--- config.mk ---
export PLATFORM = sky130hd
export DESIGN_NAME = time_set_ctrl_flat
export DESIGN_NICKNAME = d
export VERILOG_FILES = /design/src/rtl/clock_pkg.sv /design/src/rtl/time_set_ctrl_if.sv /design/src/rtl/btn_debounce.sv /design/src/rtl/time_set_ctrl.sv /design/src/flat_wrapper.sv
export SDC_FILE = /design/constraint.sdc
export NUM_CORES = 1
export LEC_CHECK = 0
export ABC_AREA = 1
export CAP_MARGIN = 25
export CELL_PAD_IN_SITES_DETAIL_PLACEMENT = 2
export CELL_PAD_IN_SITES_GLOBAL_PLACEMENT = 2
export CORE_UTILIZATION = 32
export DETAILED_ROUTE_END_ITERATION = 7
export PLACE_DENSITY = 0.88
export SYNTH_ARGS = -nofsm -noshare
export SYNTH_HDL_FRONTEND = slang
export SYNTH_SLANG_ARGS = --single-unit
--- constraint.sdc ---
create_clock -name clk -period 2 [get_ports clk]
set_input_delay 0.4 -clock clk [delete_from_list [all_inputs] [get_ports clk]]
set_output_delay 0.4 -clock clk [all_outputs]
set_load 0.1 [all_outputs]
--- src/rtl/clock_pkg.sv ---
// rtl/clock_pkg.sv - shared types and limits for the digital-clock datapath
//
// Purpose: FSM state encoding, display field codes and time limits shared by
//          time_set_ctrl and the timekeeper, plus clamp helpers.
// Ports:   none (package).
package clock_pkg;

  typedef enum logic [2:0] {
    S_IDLE,
    S_HOUR,
    S_MIN,
    S_SEC,
    S_COMMIT
  } state_t;

  localparam logic [1:0] FIELD_IDLE = 2'd0;
  localparam logic [1:0] FIELD_HOUR = 2'd1;
  localparam logic [1:0] FIELD_MIN  = 2'd2;
  localparam logic [1:0] FIELD_SEC  = 2'd3;

  localparam logic [4:0] MAX_HOUR   = 5'd23;
  localparam logic [5:0] MAX_MINSEC = 6'd59;

  function automatic logic [4:0] clamp_hour(input logic [4:0] v);
    return (v > MAX_HOUR) ? MAX_HOUR : v;
  endfunction

  function automatic logic [5:0] clamp_minsec(input logic [5:0] v);
    return (v > MAX_MINSEC) ? MAX_MINSEC : v;
  endfunction

endpackage

--- src/rtl/time_set_ctrl_if.sv ---
// rtl/time_set_ctrl_if.sv - board I/O and load bundle of time_set_ctrl
//
// Purpose: groups the buttons, switch bank, 1 Hz tick and all edit/load
//          outputs of time_set_ctrl.
// Modports:
//   master - board/testbench side: drives btn_time, btn_alarm, sw, tick_1hz;
//            receives edit_field, edit_target, edit_val, load_hour/min/sec,
//            time_load, alarm_load.
//   slave  - time_set_ctrl side: the reverse.
interface time_set_ctrl_if;
  logic       btn_time;
  logic       btn_alarm;
  logic [5:0] sw;
  logic       tick_1hz;
  logic [1:0] edit_field;
  logic       edit_target;
  logic [5:0] edit_val;
  logic [4:0] load_hour;
  logic [5:0] load_min;
  logic [5:0] load_sec;
  logic       time_load;
  logic       alarm_load;

  modport master (
    output btn_time, btn_alarm, sw, tick_1hz,
    input  edit_field, edit_target, edit_val,
    input  load_hour, load_min, load_sec, time_load, alarm_load
  );

  modport slave (
    input  btn_time, btn_alarm, sw, tick_1hz,
    output edit_field, edit_target, edit_val,
    output load_hour, load_min, load_sec, time_load, alarm_load
  );
endinterface

--- src/rtl/btn_debounce.sv ---
// rtl/btn_debounce.sv - synchronise and debounce one push-button
//
// Purpose: two-flop synchroniser followed by a stability counter; the
//          debounced level follows the raw input only after it has held a new
//          value for DB_CYCLES consecutive cycles. fall_pulse is a registered
//          one-cycle pulse the cycle after the debounced level falls.
// Ports:
//   clk        in  system clock
//   clr        in  synchronous active-high reset (level returns to released)
//   raw        in  asynchronous raw button, active-high
//   level      out debounced level
//   fall_pulse out one-cycle release event
module btn_debounce #(
  parameter int DB_CYCLES = 1_250_000
) (
  input  logic clk,
  input  logic clr,
  input  logic raw,
  output logic level,
  output logic fall_pulse
);

  localparam int CW = (DB_CYCLES > 2) ? $clog2(DB_CYCLES) : 1;
  localparam logic [CW-1:0] CNT_LAST = CW'(DB_CYCLES - 1);

  logic          sync_a;
  logic          sync_b;
  logic          level_d;
  logic [CW-1:0] cnt;

  always_ff @(posedge clk) begin
    if (clr) begin
      sync_a     <= 1'b0;
      sync_b     <= 1'b0;
      level      <= 1'b0;
      level_d    <= 1'b0;
      fall_pulse <= 1'b0;
      cnt        <= '0;
    end else begin
      sync_a     <= raw;
      sync_b     <= sync_a;
      level_d    <= level;
      fall_pulse <= level_d & ~level;
      // Any return to the current level restarts the stability window.
      if (sync_b != level) begin
        if (cnt == CNT_LAST) begin
          level <= sync_b;
          cnt   <= '0;
        end else begin
          cnt <= cnt + 1'b1;
        end
      end else begin
        cnt <= '0;
      end
    end
  end

endmodule

--- src/rtl/time_set_ctrl.sv ---
// rtl/time_set_ctrl.sv - hour/minute/second edit sequencer for time and alarm
//
// Purpose: turns release events of two debounced buttons plus the switch bank
//          into an hour -> minute -> second edit, then issues a one-cycle load
//          strobe to the time counters (target 0) or alarm registers
//          (target 1). Optional edit timeout when TIME_SET_TIMEOUT_EN is
//          defined; otherwise tick_1hz is unused.
// Ports:
//   clk  in  system clock
//   clr  in  synchronous active-high reset
//   bus  slave modport of time_set_ctrl_if (buttons, sw, tick_1hz in;
//        edit_field/target/val, load_hour/min/sec, time_load, alarm_load out)
module time_set_ctrl
  import clock_pkg::*;
#(
  parameter int DB_CYCLES = 1_250_000,
  parameter int TIMEOUT_S = 30
) (
  input logic            clk,
  input logic            clr,
  time_set_ctrl_if.slave bus
);

  state_t     state, state_n;
  logic       target, target_n;
  logic       ev_time, ev_alarm, ev_tgt;
  logic       accept;
  logic       tmo_expire;
  logic       unused_lvl_time, unused_lvl_alarm;
  logic [4:0] hour_r;
  logic [5:0] min_r;

  btn_debounce #(.DB_CYCLES(DB_CYCLES)) u_db_time (
    .clk        (clk),
    .clr        (clr),
    .raw        (bus.btn_time),
    .level      (unused_lvl_time),
    .fall_pulse (ev_time)
  );

  btn_debounce #(.DB_CYCLES(DB_CYCLES)) u_db_alarm (
    .clk        (clk),
    .clr        (clr),
    .raw        (bus.btn_alarm),
    .level      (unused_lvl_alarm),
    .fall_pulse (ev_alarm)
  );

  // Only the button that opened the edit may advance it.
  assign ev_tgt = target ? ev_alarm : ev_time;

`ifdef TIME_SET_TIMEOUT_EN
  localparam int TW = $clog2(TIMEOUT_S + 1);
  localparam logic [TW-1:0] TMO_LAST = TW'(TIMEOUT_S - 1);
  logic [TW-1:0] tmo_cnt;

  assign tmo_expire = bus.tick_1hz && (tmo_cnt == TMO_LAST);

  always_ff @(posedge clk) begin
    if (clr) begin
      tmo_cnt <= '0;
    end else if (accept || !(state_n inside {S_HOUR, S_MIN, S_SEC})) begin
      tmo_cnt <= '0;
    end else if (bus.tick_1hz) begin
      tmo_cnt <= tmo_cnt + 1'b1;
    end
  end
`else
  localparam int unused_timeout_s = TIMEOUT_S;
  logic unused_tick;
  assign unused_tick = bus.tick_1hz;
  assign tmo_expire  = 1'b0;
`endif

  always_ff @(posedge clk) begin
    if (clr) begin
      state  <= S_IDLE;
      target <= 1'b0;
    end else begin
      state  <= state_n;
      target <= target_n;
    end
  end

  always_comb begin
    state_n  = state;
    target_n = target;
    accept   = 1'b0;
    case (state)
      S_IDLE: begin
        // Time wins when both buttons release in the same cycle.
        if (ev_time) begin
          state_n  = S_HOUR;
          target_n = 1'b0;
        end else if (ev_alarm) begin
          state_n  = S_HOUR;
          target_n = 1'b1;
        end
      end
      S_HOUR, S_MIN, S_SEC: begin
        if (ev_tgt) begin
          accept = 1'b1;
          case (state)
            S_HOUR:  state_n = S_MIN;
            S_MIN:   state_n = S_SEC;
            default: state_n = S_COMMIT;
          endcase
        end else if (tmo_expire) begin
          state_n = S_IDLE;
        end
      end
      default: state_n = S_IDLE;
    endcase
  end

  always_comb begin
    case (state)
      S_HOUR:  bus.edit_field = FIELD_HOUR;
      S_MIN:   bus.edit_field = FIELD_MIN;
      S_SEC:   bus.edit_field = FIELD_SEC;
      default: bus.edit_field = FIELD_IDLE;
    endcase
  end

  assign bus.edit_target = target;

  // edit_val is clamped for the field that will be current next cycle so the
  // value shown and latched always matches edit_field.
  always_ff @(posedge clk) begin
    if (clr) begin
      bus.edit_val   <= '0;
      hour_r         <= '0;
      min_r          <= '0;
      bus.load_hour  <= '0;
      bus.load_min   <= '0;
      bus.load_sec   <= '0;
      bus.time_load  <= 1'b0;
      bus.alarm_load <= 1'b0;
    end else begin
      case (state_n)
        S_HOUR:       bus.edit_val <= {1'b0, clamp_hour(bus.sw[4:0])};
        S_MIN, S_SEC: bus.edit_val <= clamp_minsec(bus.sw);
        default:      bus.edit_val <= '0;
      endcase
      if (accept) begin
        case (state)
          S_HOUR: hour_r <= bus.edit_val[4:0];
          S_MIN:  min_r  <= bus.edit_val;
          default: begin
            // Final field: publish all three so they are valid in COMMIT.
            bus.load_hour <= hour_r;
            bus.load_min  <= min_r;
            bus.load_sec  <= bus.edit_val;
          end
        endcase
      end
      bus.time_load  <= (state_n == S_COMMIT) && !target;
      bus.alarm_load <= (state_n == S_COMMIT) &&  target;
    end
  end

endmodule

--- src/flat_wrapper.sv ---
// flat-port wrapper written by rule: the top's interface ports become plain ports
module time_set_ctrl_flat import clock_pkg::*;
#(
  parameter int DB_CYCLES = 1_250_000,
  parameter int TIMEOUT_S = 30
)
  (clk, clr, bus_btn_time, bus_btn_alarm, bus_sw, bus_tick_1hz, bus_edit_field, bus_edit_target, bus_edit_val, bus_load_hour, bus_load_min, bus_load_sec, bus_time_load, bus_alarm_load);
  time_set_ctrl_if bus_i ();
  input logic clk;
  input logic clr;
  input wire logic [$bits(bus_i.btn_time)-1:0] bus_btn_time;
  input wire logic [$bits(bus_i.btn_alarm)-1:0] bus_btn_alarm;
  input wire logic [$bits(bus_i.sw)-1:0] bus_sw;
  input wire logic [$bits(bus_i.tick_1hz)-1:0] bus_tick_1hz;
  output wire logic [$bits(bus_i.edit_field)-1:0] bus_edit_field;
  output wire logic [$bits(bus_i.edit_target)-1:0] bus_edit_target;
  output wire logic [$bits(bus_i.edit_val)-1:0] bus_edit_val;
  output wire logic [$bits(bus_i.load_hour)-1:0] bus_load_hour;
  output wire logic [$bits(bus_i.load_min)-1:0] bus_load_min;
  output wire logic [$bits(bus_i.load_sec)-1:0] bus_load_sec;
  output wire logic [$bits(bus_i.time_load)-1:0] bus_time_load;
  output wire logic [$bits(bus_i.alarm_load)-1:0] bus_alarm_load;
  assign bus_i.btn_time = bus_btn_time;
  assign bus_i.btn_alarm = bus_btn_alarm;
  assign bus_i.sw = bus_sw;
  assign bus_i.tick_1hz = bus_tick_1hz;
  assign bus_edit_field = bus_i.edit_field;
  assign bus_edit_target = bus_i.edit_target;
  assign bus_edit_val = bus_i.edit_val;
  assign bus_load_hour = bus_i.load_hour;
  assign bus_load_min = bus_i.load_min;
  assign bus_load_sec = bus_i.load_sec;
  assign bus_time_load = bus_i.time_load;
  assign bus_alarm_load = bus_i.alarm_load;
  time_set_ctrl #(.DB_CYCLES(DB_CYCLES), .TIMEOUT_S(TIMEOUT_S)) u_core (.clk(clk), .clr(clr), .bus(bus_i));
endmodule
==> flow_metrics.py <==
metrics = {
    "run_status": {
        "outcome": "complete, no violations",
    },
    "timing": {
        "fin_crit_ps": 1780,
        "finalSetupViolCount": 0,
        "rsz0062_at_grt": "false",
        "finClkSkew_ps": 8.87,
        "finalMaxSlewViolations": 0,
        "fmax_ghz": 0.561,
        "setup_tns_ps": 0,
        "fin_crit_sh_pct": 89.1,
        "fin_ws_ps": 219,
        "tightestPinTransition_ps": 513,
        "hold_viol_final": 0,
        "relSlewSlack_pct": 65.5,
    },
    "floorplan": {
        "rows": 40,
        "die_area_sq_um": 12700,
        "die_w_um": 113,
        "coreArea_sq_um": 12000,
        "io_pins": 39,
        "die_y_um": 113,
        "start_util_pct": 32.8,
    },
    "finish": {
        "diodes": 0,
        "multi_input_area_sq_um": 1810,
        "design_area_sq_um": 4800,
        "area_delta_synth_final_pct": 22.0,
        "layout.nets": 612,
        "final_core_util_pct": 40.0,
        "register_area_sq_um": 1840,
        "drive_gt1_share_pct": 11.3,
        "fill_cells": 1415,
    },
    "yosys": {
        "synth_cells": 552,
        "synth_commonest_cells": "nor2_1 (123), nand2_1 (100), dfxtp_1 (92)",
        "synth_fp_nets": 565,
        "synthesis.area_sq_um": 3940,
        "yosysMostFrequentCell": "nor2_1",
        "synth_cell_types": 31,
        "ys_warn_count": 0,
        "avgSynthCellArea_sq_um": 7.13,
        "async_reset_ff_share_pct": 0,
        "synth_top_area_cell": "dfxtp_1",
        "synth_edf_count": 0,
        "synth_top_area_share_pct": 46.8,
        "synth-seq-cells": 92,
        "ys_seq_area_share_pct": 46.8,
        "yosys-top-cells-area": "dfxtp_1 (47%), nor2_1 (12%), nand2_1 (9.5%), inv_1 (5.6%), o21ai_0 (4.8%)",
        "synthFlopType": "dfxtp_1",
    },
    "setup_path": {
        "cp_slowest_cell": "nand3_1",
        "startpoint_type": "register",
        "reg2reg_to": "u_core.bus.load_sec[1]",
        "critPathRequiredTime_ps": 2240,
        "r2r_start": "u_core.bus.edit_target",
        "worst-path-max-fanout": 10,
        "rr_worst_depth": 7,
        "r2r_slack_ps": 220,
        "worstPathArrival_ps": 2020,
        "crit_chain": "inv_1 -> nand2_1 -> nand2_1 -> nand3_1 -> buf_4 -> o21ai_0 -> nor2_1",
        "crit_type": "register to register",
        "cp_common_cell": "nand2_1",
        "crit_path_end_kind": "register",
        "max_stage_delay_ps": 400,
    },
    "pwr": {
        "vdd_drop_max_mv": 0.532,
        "p_int_uw": 3000,
        "p_switching_uw": 802,
        "power_leakage_uw": 0.00176,
        "total_power_uw": 3810,
        "powerDensity_nw_per_um2": 792,
        "power.share.sequential_pct": 48.3,
        "switching_share_pct": 21.1,
        "combPwrFrac_pct": 2.2,
        "pwr-share-clk_pct": 49.5,
    },
    "grt": {
        "grt_max_degree": 35,
        "grt_overflow": 0,
        "grt_pass1_vias": 4250,
        "antenna_found_initial": 0,
        "grt_pass1_wl_mm": 20.6,
        "track_usage_pct": 20.8,
    },
    "routing": {
        "vias_per_cell": 5.03,
        "dr_total_vias": 3774,
        "wl_per_cell_um": 16.5,
        "wl_mm": 12.4,
        "routed-wl-met3_um": 303,
        "drtAntennaViolNets": 0,
        "first_pass_iters": 4,
        "routed-wl-met2_mm": 6.74,
        "drtIter0Drc": 93,
        "top_layer": "met4",
        "wl_met1_mm": 5.09,
        "drc_errors": 0,
    },
    "placed_design": {
        "gp_congestion": 0.837,
        "dpl_worst_slack_ps": 148,
        "dp.final_hpwl_mm": 9.06,
        "place_area_sq_um": 4470,
        "port_buffers": 37,
    },
    "worst_hold_path": {
        "min-delay-start": "u_core.u_db_time.sync_a",
        "min_path_type": "register to register",
        "hold_depth": 2,
        "hold_end": "u_core.u_db_time.sync_b",
    },
    "clocking": {
        "cts-htree-levels": 3,
        "cts.sinks": 92,
        "cts_tree": "built",
        "clock-root-buffer": "clkbuf_16",
        "cts_buffers": 9,
        "path_clk_slew_ps": 70,
        "insertion_delay_ps": 360,
        "post_cts_resized": 0,
        "cts_buffer_depth": 2,
    },
    "flow_run": {
        "maxCapViolations": 0,
    },
}
## state kept, by name (all words and copies together), names as in the netlist, 3 cells and up
signal                 count
u_core.hour_r              5
u_core.bus.load_hour       5
u_core.min_r               6
u_core.bus.load_sec        6
u_core.state               3
u_core.u_db_time.cnt      21
u_core.bus.edit_val        6
u_core.u_db_alarm.cnt     21
u_core.bus.load_min        6
## through the flow
stage	instances	hold slack, ps
2_1_floorplan	552	388
3_3_place_gp	734	397
3_5_place_dp	734	404
4_1_cts	750	413
5_1_grt	751	435
6_report	751	408
## per-layer routing
layer | vias up | GRT usage (%)
li1 | 1864 | -
met1 | 1851 | 22.1
met2 | 41 | 39.5
met3 | 18 | 5.30
met4 | 0 | 7.98
met5 | - | 0
## power by group through the flow
| stage | clock network [uW] | registers, uW | logic, uW |
|---|---|---|---|
| 3_5_place_dp | 0 | 1880 | 81.5 |
| 5_1_grt | 1980 | 1840 | 91.6 |
| 2_1_floorplan | 0 | 1880 | 44.4 |
| 6_report | 1880 | 1840 | 82.4 |
| 4_1_cts | 1940 | 1840 | 84.4 |
| 3_3_place_gp | 0 | 1880 | 76.5 |
## cells by family (layout without fill, tap and decap cells)
group / Yosys count / in the layout / share of synthesized area (%)
AOI/OAI and AO/OA: 72 / 72 / 9.67
DFF: 92 / 92 / 46.8
xor gates and xnor gates: 10 / 10 / 2.23
adders and majority gates: 2 / 2 / 0.636
buffers and inverters: 71 / 123 / 7.22
and+or+nand+nor: 305 / 305 / 33.5
## layout make-up
| type | instances | share of cell area (%) |
|---|---|---|
| clock buffers | 11 | 5.05 |
| flip-flops and latches | 92 | 38.4 |
| inverters | 60 | 4.69 |
| well taps | 147 | 3.83 |
| clock inverters | 5 | 1.77 |
| multi-input cells | 389 | 37.7 |
| repair buffers | 47 | 8.60 |
## worst max-delay path, delay by kind of cell, from the launching register on
kind	cells	cell delay, ps
AND/OR/NAND/NOR	4	730
buffers and inverters	2	430
flip-flops	1	330
AO/OA/AOI/OAI	1	180
## what timing repair did
action / CTS / global route
setup endpoints to repair: 0 / 19
hold buffers: 0 / 0
setup buffers: 0 / 1
## worst max-delay path by stage
stage                        startpoint                         to  slack, ps
6_report         u_core.bus.edit_target     u_core.bus.load_sec[1]        220
5_1_grt         u_core.u_db_time.cnt[0]   u_core.u_db_time.cnt[19]         60
4_1_cts        u_core.u_db_alarm.cnt[0]  u_core.u_db_alarm.cnt[11]        130
3_5_place_dp                        clr   u_core.u_db_time.cnt[15]        150
3_3_place_gp   u_core.u_db_alarm.cnt[0]   u_core.u_db_alarm.cnt[9]        260
2_1_floorplan           u_core.state[0]     u_core.bus.load_sec[0]        140
## cell usage in the layout (no fill, tap or decap), types with 14 or more instances in the layout
cell type	synthesis	final
a21oi_1	28	28
buf_4	2	35
dfxtp_1	92	91
inv_1	59	59
nand2_1	100	100
nand3_1	25	25
nand4_1	14	14
nor2_1	123	123
nor3_1	25	25
o21ai_0	38	38
Note: power is estimated with default switching activity, not from simulation.
==> RTL change 1, RTL diff (config.mk and constraints unchanged) <==
Build with the macro `TIME_SET_TIMEOUT_EN` defined.
--- a/src/rtl/time_set_ctrl.sv
+++ b/src/rtl/time_set_ctrl.sv
@@ -11,4 +11,6 @@
 //   bus  slave modport of time_set_ctrl_if (buttons, sw, tick_1hz in;
 //        edit_field/target/val, load_hour/min/sec, time_load, alarm_load out)
+`define TIME_SET_TIMEOUT_EN
+
 module time_set_ctrl
   import clock_pkg::*;
Check against the original RTL: no difference found for any inputs over 10 cycles, from zero or initial values; that may be too few to reach the edited logic, so the function may still have changed.
==> RTL change 1 against the original RTL <==
- first-iteration DRC count up 48%
- setup slack worse by 0.0042 ns
- wire length up 1.5%
- die area up 6.1%
- sequential cell count up 5
- synthesized area up 6.2%
- total power up 6.2%
- final area up 5.7%
- largest cell class is now multi-input combinational cells
- largest power group unchanged
==> RTL change 1: results (changes against the original RTL) <==
## Placement
* 9470 um — dpl hpwl, +4.5%
* 773 — Placed Cells incl. Taps, +5.3%
* 38 — IO Port Bufs, +2.7%
* 0.0496 ns — Worst Setup Slack post-DPL, -0.0981 ns
* 0.823 — GP Congestion, -1.6%

## Layout
* 627 — nets, +2.5%
* 12.7% — ratio of cells with drive above 1 in the final layout, +1.4 points
* 788 — Cell Count, Final, Fillers Out, +4.9%

## Critical path
* u_core.u_db_time.cnt[6] — last element of the critical path
* sky130_fd_sc_hd__dfxtp_1 — critical path's slowest cell
* 21 — maximum fanout along the worst path, +11

## Routing
* 138 — starting DRC count in detailed routing, +48%
* 16.0 um — average wire length per cell after detail routing, -3.3%

## Power and ir drop
* 48.0% — portion of total power attributed to sequential cells, -0.3 points
* 0.320 mV — worst vdd rail ir drop, -40%
* 50.0% — fraction of power consumed by the clock network, +0.5 points
* 3.22 mW — Int Pwr, +7.2%

## GRT
* 4192 — via count of the first global-routing pass, -1.4%
* 20700 um — wire length of the first global-routing pass, +0.40%

## Synthesis
* sky130_fd_sc_hd__dfxtp_1, sky130_fd_sc_hd__nor2_1, sky130_fd_sc_hd__nand2_1 — cell types occupying the most area after synthesis
* 1.20% — fraction of the mapped netlist area in adder cells, +0.56 points
* 34 — synth unique cells, +9.7%
* 8.20% — synthesized-area fraction occupied by ao, oa, aoi and oai cells, -1.5 points
* 7.37 um2 — mean area per synthesized cell, +3.4%
* 46.5% — portion of the post-synthesis area used by sequential elements, -0.35 points

## Timing
* 0.00744 ns — largest clock skew in the final design, -0.00144 ns
* 71.5% — headroom to the max-slew limit, +6.0 points

## Status
* complete, no violations — run status

RTL change 1: per-layer routing:
layer	part of all wire (%)	routed length (um)	global-route usage, %
met1	43	5390	22.6
met2	53	6660	37.6
met3	2.4	299	2.54
met4	1.9	238	8.29
met5	0	0	0
RTL change 1: kinds of logic after synthesis:
family,count (synthesis)
adders and majority gates,4
buffers and inverters,68
xor gates and xnor gates,23
and+or+nand+nor,309
DFF,97
AOI/OAI and AO/OA,66
RTL change 1: area by class of cell:
class,instances,area (um2)
multi-input combinational,402,1970
clock inverter,5,104
timing repair buffer,47,403
fill,1501,7590
sequential,97,1940
tap,172,215
inverter,55,206
clock buffer,10,239
RTL change 1: stage by stage:
stage	hold WS, ns	cell area [um2]	power, mW
after floorplan	0.388	4190	2.03
after global placement	0.396	4730	2.06
after detailed placement	0.405	4730	2.07
after CTS	0.422	5080	4.09
after global routing	0.437	5080	4.17
final	0.419	5080	4.04
==> RTL change 2, RTL diff (same settings) <==
Without the edit above. Encoding of `state_t`: now one-hot (5 bits for 5 states).
--- a/src/rtl/clock_pkg.sv
+++ b/src/rtl/clock_pkg.sv
@@ -6,10 +6,10 @@
 package clock_pkg;
 
-  typedef enum logic [2:0] {
-    S_IDLE,
-    S_HOUR,
-    S_MIN,
-    S_SEC,
-    S_COMMIT
+  typedef enum logic [4:0] {
+    S_IDLE   = 5'b00001,
+    S_HOUR   = 5'b00010,
+    S_MIN    = 5'b00100,
+    S_SEC    = 5'b01000,
+    S_COMMIT = 5'b10000
   } state_t;
 
Function: no difference found for any inputs over 10 cycles, from zero or initial values; not proved beyond that.
==> RTL change 2 against the original RTL <==
- total power decreased by 3.7%
- synthesized cell count increased by 4.5%
- synthesized area increased by 6.0%
- setup slack got worse by 0.087 ns
- wire length increased by 13%
- final area increased by 4.2%
- global-route usage increased by 1.6 points
- sequential cell count increased by 2
- utilization decreased by 0.50 points
- largest power group is now registers
==> RTL change 2: results (changes against the original RTL) <==
## Status
* complete, no violations — run status

## Power and ir drop
* 0.883 mW — Switch Pwr, +10%
* 1.84 nW — static power due to leakage, +4.5%
* 0.423 mV — worst vdd rail ir drop, -21%

## Placement
* 780 — Placed Cells incl. Taps, +6.3%
* 37 — IO Port Bufs, unchanged
* 4710 um2 — Post-DP Area, +5.5%
* 0.167 ns — Worst Setup Slack post-DPL, +0.0196 ns
* 10400 um — dpl hpwl, +15%
* 0.855 — GP Congestion, +2.2%

## Synthesis
* 0 — number of synthesis warnings, unchanged
* sky130_fd_sc_hd__dfxtp_1 — flip-flop cell with the highest count after synthesis
* 10.8% — synthesized-area fraction occupied by ao, oa, aoi and oai cells, +1.1 points
* 32 — synth unique cells, +3.2%
* 0% — async set or reset register ratio after synthesis, unchanged
* sky130_fd_sc_hd__nand2_1, sky130_fd_sc_hd__nor2_1, sky130_fd_sc_hd__dfxtp_1, sky130_fd_sc_hd__inv_1, sky130_fd_sc_hd__a21oi_1 — cell types with the highest counts after synthesis
* 1.89% — xor/xnor share of the synthesized area, -0.34 points
* 45.1% — portion of the post-synthesis area used by sequential elements, -1.7 points
* 590 — net count after synthesis, +4.4%
* sky130_fd_sc_hd__dfxtp_1, sky130_fd_sc_hd__nand2_1, sky130_fd_sc_hd__nor2_1 — cell types occupying the most area after synthesis
* 0.600% — fraction of the mapped netlist area in adder cells, -0.036 points
* 577 — Syn Inst Count, +4.5%

## Min path
* reg -> reg — Worst Hold Class

## Clock network
* 0 — number of instances resized during post-cts repair, unchanged
* 3 — total number of H-tree levels, unchanged
* 9 — Inserted Clock Buffers, unchanged
* sky130_fd_sc_hd__clkbuf_16 — Clock Root Buffer
* 2 — maximum buffer depth of the clock tree, unchanged
* 0.07 ns — Clock transition at path regs, about the same
* 0 — number of setup buffers added after CTS, unchanged

## Layout
* 13.8% — ratio of cells with drive above 1 in the final layout, +2.5 points
* u_core.u_db_alarm.cnt x21, u_core.u_db_time.cnt x21 — registers with the most flip-flops
* 1534 — total of fill cells in the finished design, +8.4%
* 632 — nets, +3.3%
* 0 — number of inserted diodes, unchanged

## Timing
* 0.00889 ns — largest clock skew in the final design, +0.0000188 ns
* 65.9% — headroom to the max-slew limit, +0.40 points

## Critical path
* sky130_fd_sc_hd__dfxtp_1 — critical path's slowest cell
* 21 — maximum fanout along the worst path, +11
* 2.10 ns — arrival time worst endpoint, +0.08 ns

## Routing
* 17.6 um — average wire length per cell after detail routing, +6.9%
* 136 — starting DRC count in detailed routing, +46%
* 4 — First-pass DRT Iterations, unchanged
* 4008 — vias, +6.2%
* 5.04 — Avg Vias per Cell, +0.20%

## GRT
* 0 — initial antenna violation count, unchanged
* 22.4% — overall fraction of global-route tracks in use, +1.6 points
* 22600 um — wire length of the first global-routing pass, +9.6%
* 28 — largest net degree at the start of global routing, -20%
* 42.9% — met2 usage in global routing, +3.4 points
* 23.9% — global routing usage on met1, +1.9 points
* 3.74% — global routing usage on met3, -1.6 points
* 4481 — via count of the first global-routing pass, +5.4%

==> RTL change 2: cells by family (layout without fill, tap and decap cells) <==
| logic type | after synthesis | in the layout |
|---|---|---|
| flip-flops | 94 | 94 |
| buffers and inverters | 85 | 132 |
| adder cells (fa/ha/maj) | 2 | 2 |
| XOR/XNOR | 9 | 9 |
| AND/OR/NAND/NOR | 298 | 298 |
| AO/OA/AOI/OAI | 89 | 89 |
==> RTL change 2: path summary, 6_finish.rpt <==
path	start	end	slack, ns	cells past startpoint
hold reg to reg	u_core.u_db_time.sync_a	u_core.u_db_time.sync_b	0.42	2
setup reg to reg	u_core.u_db_time.cnt[0]	u_core.u_db_time.cnt[10]	0.13	9
setup / recovery	u_core.u_db_time.cnt[0]	u_core.u_db_time.cnt[10]	0.13	9
hold / removal	u_core.u_db_time.sync_a	u_core.u_db_time.sync_b	0.42	2
==> RTL change 2: metal layers <==
metal  vias up  part of all wire [%]
met5         -                     0
met4         0                   3.3
met1      1987                    41
li1       1936                     -
met2        54                    54
met3        31                   2.1
==> RTL change 2: through the flow <==
stage	hold WS [ns]	utilization (%)
2_1_floorplan	0.388	-
3_3_place_gp	0.392	37.2
3_5_place_dp	0.416	37.2
4_1_cts	0.426	39.5
5_1_grt	0.445	39.5
6_report	0.420	39.5
==> RTL change 2: layout make-up <==
class | count | area (um2) | share of cell area (%)
clock buffers | 9 | 225 | 4.50
clock inverters | 7 | 65.1 | 1.30
inverters | 72 | 270 | 5.40
multi-input cells | 398 | 1930 | 38.6
flip-flops and latches | 94 | 1880 | 37.6
well taps | 172 | 215 | 4.30
repair buffers | 44 | 415 | 8.30
==> RTL change 2: critical path, delay by kind of cell, from the launching register on <==
family | cells | cell delay (ns)
fa+ha+maj | 1 | 0.32
buf+inv | 2 | 0.25
flops | 1 | 0.40
simple gates | 6 | 0.76
==> RTL change 2: power groups by stage <==
| stage | Sequential [mW] | Combinational (mW) | Clock, mW |
|---|---|---|---|
| 6_report | 1.88 | 0.0758 | 1.71 |
| 5_1_grt | 1.88 | 0.0836 | 1.82 |
| 4_1_cts | 1.88 | 0.0769 | 1.75 |
| 3_5_place_dp | 1.92 | 0.0757 | 0 |
| 3_3_place_gp | 1.92 | 0.0717 | 0 |
| 2_1_floorplan | 1.92 | 0.0368 | 0 |
